===== src/rtl/scan_pkg.sv =====
// Shared types and helpers for the row scan sequencer.
package scan_pkg;

   typedef enum logic [1:0] {
      IDLE   = 2'd0,
      BLANK  = 2'd1,
      ACTIVE = 2'd2
   } state_e;

   // The blank and dwell phases share one down-counter, sized for the longer of the two.
   function automatic int cnt_width(input int dwell, input int blank);
      int m;
      m = (dwell > blank) ? dwell : blank;
      return $clog2(m + 1);
   endfunction

endpackage


===== src/rtl/next_row_finder.sv =====
// Finds the next enabled row strictly above cur_sel, wrapping around, and flags the wrap.
module next_row_finder #(
   parameter  int WIDTH     = 16,
   localparam int ADDR_SIZE = $clog2(WIDTH)
) (
   input  logic [WIDTH-1:0]     row_mask,
   input  logic [ADDR_SIZE-1:0] cur_sel,
   output logic [ADDR_SIZE-1:0] next_sel,
   output logic                 wrap
);

   // Walk the rotated mask from the top down so the lowest rotated hit wins.
   always_comb begin
      int j;
      j        = 0;
      next_sel = '0;
      for (int i = WIDTH - 1; i >= 0; i--) begin
         j = int'(cur_sel) + 1 + i;
         if (j >= WIDTH) j = j - WIDTH;
         if (row_mask[j]) next_sel = ADDR_SIZE'(j);
      end
      wrap = (next_sel <= cur_sel);
   end

endmodule


===== src/rtl/scan_sequencer.sv =====
// Steps a row decoder through the enabled rows with a blank gap before each dwell.
//  state  | meaning
//  IDLE   | not scanning, sel parked at 0
//  BLANK  | new row selected, enable held low
//  ACTIVE | enable high for the row dwell
module scan_sequencer
   import scan_pkg::*;
#(
   parameter  int WIDTH        = 16,
   parameter  int DWELL_CYCLES = 8,
   parameter  int BLANK_CYCLES = 2,
   localparam int ADDR_SIZE    = $clog2(WIDTH)
) (
   input  logic                 clk,
   input  logic                 reset,
   input  logic                 run,
   input  logic [WIDTH-1:0]     row_mask,
   output logic [ADDR_SIZE-1:0] sel,
   output logic                 enable,
   output logic                 frame_done,
   output logic                 busy
);

   localparam int          CW       = cnt_width(DWELL_CYCLES, BLANK_CYCLES);
   localparam logic [CW-1:0] BLANK_LD = CW'(BLANK_CYCLES - 1);
   localparam logic [CW-1:0] DWELL_LD = CW'(DWELL_CYCLES - 1);

   state_e                state_q, state_d;
   logic [ADDR_SIZE-1:0]  sel_q, sel_d;
   logic                  enable_q, enable_d;
   logic                  frame_done_q, frame_done_d;
   logic                  busy_q, busy_d;
   logic [CW-1:0]         cnt_q, cnt_d;

   logic [ADDR_SIZE-1:0]  finder_cur;
   logic [ADDR_SIZE-1:0]  nxt_sel;
   logic                  nxt_wrap;

   // From IDLE, searching above the top row yields the lowest set bit.
   assign finder_cur = (state_q == IDLE) ? ADDR_SIZE'(WIDTH - 1) : sel_q;

   next_row_finder #(.WIDTH(WIDTH)) u_finder (
      .row_mask (row_mask),
      .cur_sel  (finder_cur),
      .next_sel (nxt_sel),
      .wrap     (nxt_wrap)
   );

   always_comb begin
      state_d      = state_q;
      sel_d        = sel_q;
      enable_d     = enable_q;
      frame_done_d = 1'b0;
      cnt_d        = cnt_q;
      case (state_q)
         IDLE: begin
            enable_d = 1'b0;
            if (run && (|row_mask)) begin
               state_d = BLANK;
               sel_d   = nxt_sel;
               cnt_d   = BLANK_LD;
            end
         end
         BLANK: begin
            if (cnt_q == '0) begin
               state_d  = ACTIVE;
               enable_d = 1'b1;
               cnt_d    = DWELL_LD;
            end else begin
               cnt_d = cnt_q - CW'(1);
            end
         end
         ACTIVE: begin
            if (cnt_q == '0) begin
               enable_d = 1'b0;
               if (run && (|row_mask)) begin
                  state_d      = BLANK;
                  sel_d        = nxt_sel;
                  frame_done_d = nxt_wrap;
                  cnt_d        = BLANK_LD;
               end else begin
                  state_d = IDLE;
                  sel_d   = '0;
                  cnt_d   = '0;
               end
            end else begin
               cnt_d = cnt_q - CW'(1);
            end
         end
         default: begin
            state_d  = IDLE;
            sel_d    = '0;
            enable_d = 1'b0;
            cnt_d    = '0;
         end
      endcase
      busy_d = (state_d != IDLE);
   end

   always_ff @(posedge clk or negedge reset) begin
      if (!reset) begin
         state_q      <= IDLE;
         sel_q        <= '0;
         enable_q     <= 1'b0;
         frame_done_q <= 1'b0;
         busy_q       <= 1'b0;
         cnt_q        <= '0;
      end else begin
         state_q      <= state_d;
         sel_q        <= sel_d;
         enable_q     <= enable_d;
         frame_done_q <= frame_done_d;
         busy_q       <= busy_d;
         cnt_q        <= cnt_d;
      end
   end

   assign sel        = sel_q;
   assign enable     = enable_q;
   assign frame_done = frame_done_q;
   assign busy       = busy_q;

endmodule


===== config.mk =====
export PLATFORM = sky130hd
export DESIGN_NAME = scan_sequencer
export DESIGN_NICKNAME = d
export VERILOG_FILES = /design/src/rtl/scan_pkg.sv /design/src/rtl/next_row_finder.sv /design/src/rtl/scan_sequencer.sv
export SDC_FILE = /design/constraint.sdc
export NUM_CORES = 1
export LEC_CHECK = 0
export CORE_MARGIN = 2
export CORE_UTILIZATION = 60
export CTS_BUF_LIST = sky130_fd_sc_hd__clkbuf_16
export CTS_CLUSTER_DIAMETER = 100
export CTS_CLUSTER_SIZE = 40
export DETAILED_ROUTE_END_ITERATION = 16
export PLACE_DENSITY = 0.82
export SETUP_SLACK_MARGIN = 0.3
export SYNTH_ARGS = -nofsm -noshare
export SYNTH_HDL_FRONTEND = slang
export SYNTH_SLANG_ARGS = --single-unit

===== constraint.sdc =====
create_clock -name clk -period 17.7 [get_ports clk]
set_clock_uncertainty 0.15 [all_clocks]
set_input_delay 1.77 -clock clk [delete_from_list [all_inputs] [get_ports clk]]
set_output_delay 1.77 -clock clk [all_outputs]
set_load 0.02 [all_outputs]

==> flow_metrics.tcl <==
set metrics [dict create \
    outcome "completed" \
    ff_latch_area_um2 325.3 \
    clk_latency_ps 240 \
    gp_congestion 0.9890 \
    cts_tree "yes" \
    synthesis.area_um2 3234 \
    rsz0062_at_grt "no" \
    critPathBufInv 2 \
    drive_gt1_share_pct 13.59 \
    synth_cell_types 75 \
    synth_top_area_share_pct 12.38 \
    cts_root_buffer "clkbuf_16" \
    start_util_pct 62.93 \
    grt_start_max_net_pins 28 \
    slew_viol_final 0 \
    avgViaCountPerCell 7.492 \
    cp_slowest_stage_delay_ps 640 \
    dieArea_um2 5994 \
    fin_crit_ps 6957 \
    yosys.area.top_type "mux2i_1" \
    io_pins 26 \
    grt_first_pass_wirelength_um 17220 \
    num_rows 26 \
    worstMarginPinSlew_ps 738.4 \
    maxCapViolations 0 \
    grt_use_total_pct 35.96 \
    synthToLayoutAreaGrowth_pct 8.704 \
    arrival_ps 6970 \
    n_antenna_cell 0 \
    core_area_um2 5140 \
    cts.hold.buffers_added 0 \
    postCtsResizedCells 0 \
    num_vias 3611 \
    wire_per_inst_um 22.63 \
    hpwl_um 8207 \
    htree_levels 1 \
    cp_cell_sequence "nor2_8, nor2_8, inv_6, ha_1, xor2_2, inv_2, ha_1, mux2i_1, mux4_2, nor3_1, a211oi_1, a221o_1, a221oi_2, o211ai_1, a221o_1, ha_1, a21o_1, a21oi_1, a31oi_1, or3_1, a211o_1, a21oi_1" \
    post_cts_buffers 0 \
    cp-start-kind "register" \
    whs_ps 381.1 \
    path_common_cell "ha_1" \
    yosysWarningCount 0 \
    synthArstFlopShare_pct 100.0 \
    ys_ff_latch 13 \
    die_height_um 77.42 \
    syn-num-nets 438 \
    drc 0 \
    num-fill-cells 450 \
    yosys_most_used_dff "dfrtp_1" \
    cts.sinks 13 \
    netlist_top_cells_area "mux2i_1 12%, dfrtp_1 10%, mux4_2 7.7%, mux2_2 4.9%, a21oi_1 4.5%" \
    cts_buffer_depth 2 \
    hold_violations 0 \
    avgSynthCellArea_um2 7.869 \
    synth-edff-count 0 \
    grt_pass1_vias 3283 \
    final_core_util_pct 68.40 \
    setup_viol 0 \
    grt_overflow_total 0 \
    postRouteAntennaNets 0 \
    routed_wirelength_um 10910 \
    clk_pin_slew_ps 40 \
    end_kind "register" \
    antenna_found_initial 0 \
    max_slew_margin_pct 50.77 \
    multiInputGateArea_um2 2705 \
    numPortBuffers 25 \
    critPathTopFamily "compound AO/OA/AOI/OAI gates" \
    crit_type "reg -> reg" \
    cp.required_ps 17710 \
    yosysSeqAreaShare_pct 10.06 \
    fin_tns_setup_ps 0 \
    fmax_ghz 0.1437 \
    synth.most_common_cell "mux2i_1" \
    cts_made_buffers 3 \
    critPathMaxFanout 27 \
    critPathSlowestCell "dfrtp_1" \
    period_share_pct 39.30 \
    hold_class "reg -> reg" \
    drt-initial-drc-count 469 \
    synthTopCellsByCount "40 x mux2i_1, 37 x nor2_1, 31 x nand2_1, 29 x a21oi_1, 20 x o21ai_0" \
    syn_inst 411 \
    nNetsFinal 440 \
    drtPass1Iterations 5 \
    die_w_um 77.42 \
]
## state kept, by name, indices dropped and copies added, names as in the netlist
name / count
cnt_q: 4
sel: 4
state_q: 2
busy: 1
enable: 1
frame_done: 1
## worst reg2reg max path, delay by kind of cell, from the launching register on
family                     cells  cell delay [ps]
muxes                          2              660
xor gates and xnor gates       1              550
buffers and inverters          2              470
AOI/OAI and AO/OA             10             1980
and+or+nand+nor                4             1110
adders and majority gates      3             1310
DFF                            1              640
## cell usage in the layout, fill, tap and decap left out, drive strengths merged, types with 4 or more instances in the layout
master,count
a211oi,13
a21o,7
a21oi,30
a221oi,5
clkdlybuf4s50,25
dfrtp,13
ha,8
inv,13
mux2,15
mux2i,41
mux4,11
nand2,31
nand2b,10
nand3,4
nor2,40
nor3,11
nor4,4
o21ai,20
o22ai,18
o31ai,7
o32ai,5
or2,7
xnor2,8
## cell type report
type | count | share of cell area, %
clock buffer | 3 | 2.135
tap | 70 | 2.491
inverter | 13 | 1.530
sequential | 13 | 9.253
timing repair buffer | 27 | 7.544
multi-input combinational | 355 | 76.94
clock inverter | 1 | 0.1068
## layer usage
metal  part of all wire [%]  up-vias  track usage [%]
met3                     11       53            4.651
li1                       -     1611                -
met5                      0        -                0
met1                     39     1683            48.25
met4                    4.7        0            13.75
met2                     46      264            58.96
## logic make-up (layout without fill, tap and decap cells)
family	count (synthesis)	count (layout)	synth area share, %
xor gates and xnor gates	9	9	2.902
adders and majority gates	8	8	3.095
DFF	13	13	10.06
muxes	67	67	25.80
and+or+nand+nor	124	124	19.30
buffers and inverters	43	44	6.305
AOI/OAI and AO/OA	147	147	32.53
## through the flow
step           instances  instance area, um2  worst slack [ps]
2_1_floorplan        411                3234             11620
3_3_place_gp         478                3437             11100
4_1_cts              482                3516             10850
5_1_grt              482                3516             10350
6_report             482                3516             10740
3_5_place_dp         478                3437             10870
## worst paths after layout
| kind | depth (start not counted) | slack, ps | to | from |
|---|---|---|---|---|
| setup reg to reg | 22 | 10740 | frame_done | state_q[0] |
| hold / removal | 2 | 380 | enable | enable |
| min in group asynchronous | 1 | 1750 | enable | reset |
| hold reg to reg | 2 | 380 | enable | enable |
| setup / recovery | 22 | 10740 | frame_done | state_q[0] |
| max in group asynchronous | 1 | 15280 | sel[2] | reset |
Power is not shown: default switching activity piles up to over one toggle a cycle in this logic, so the estimate is an artifact.
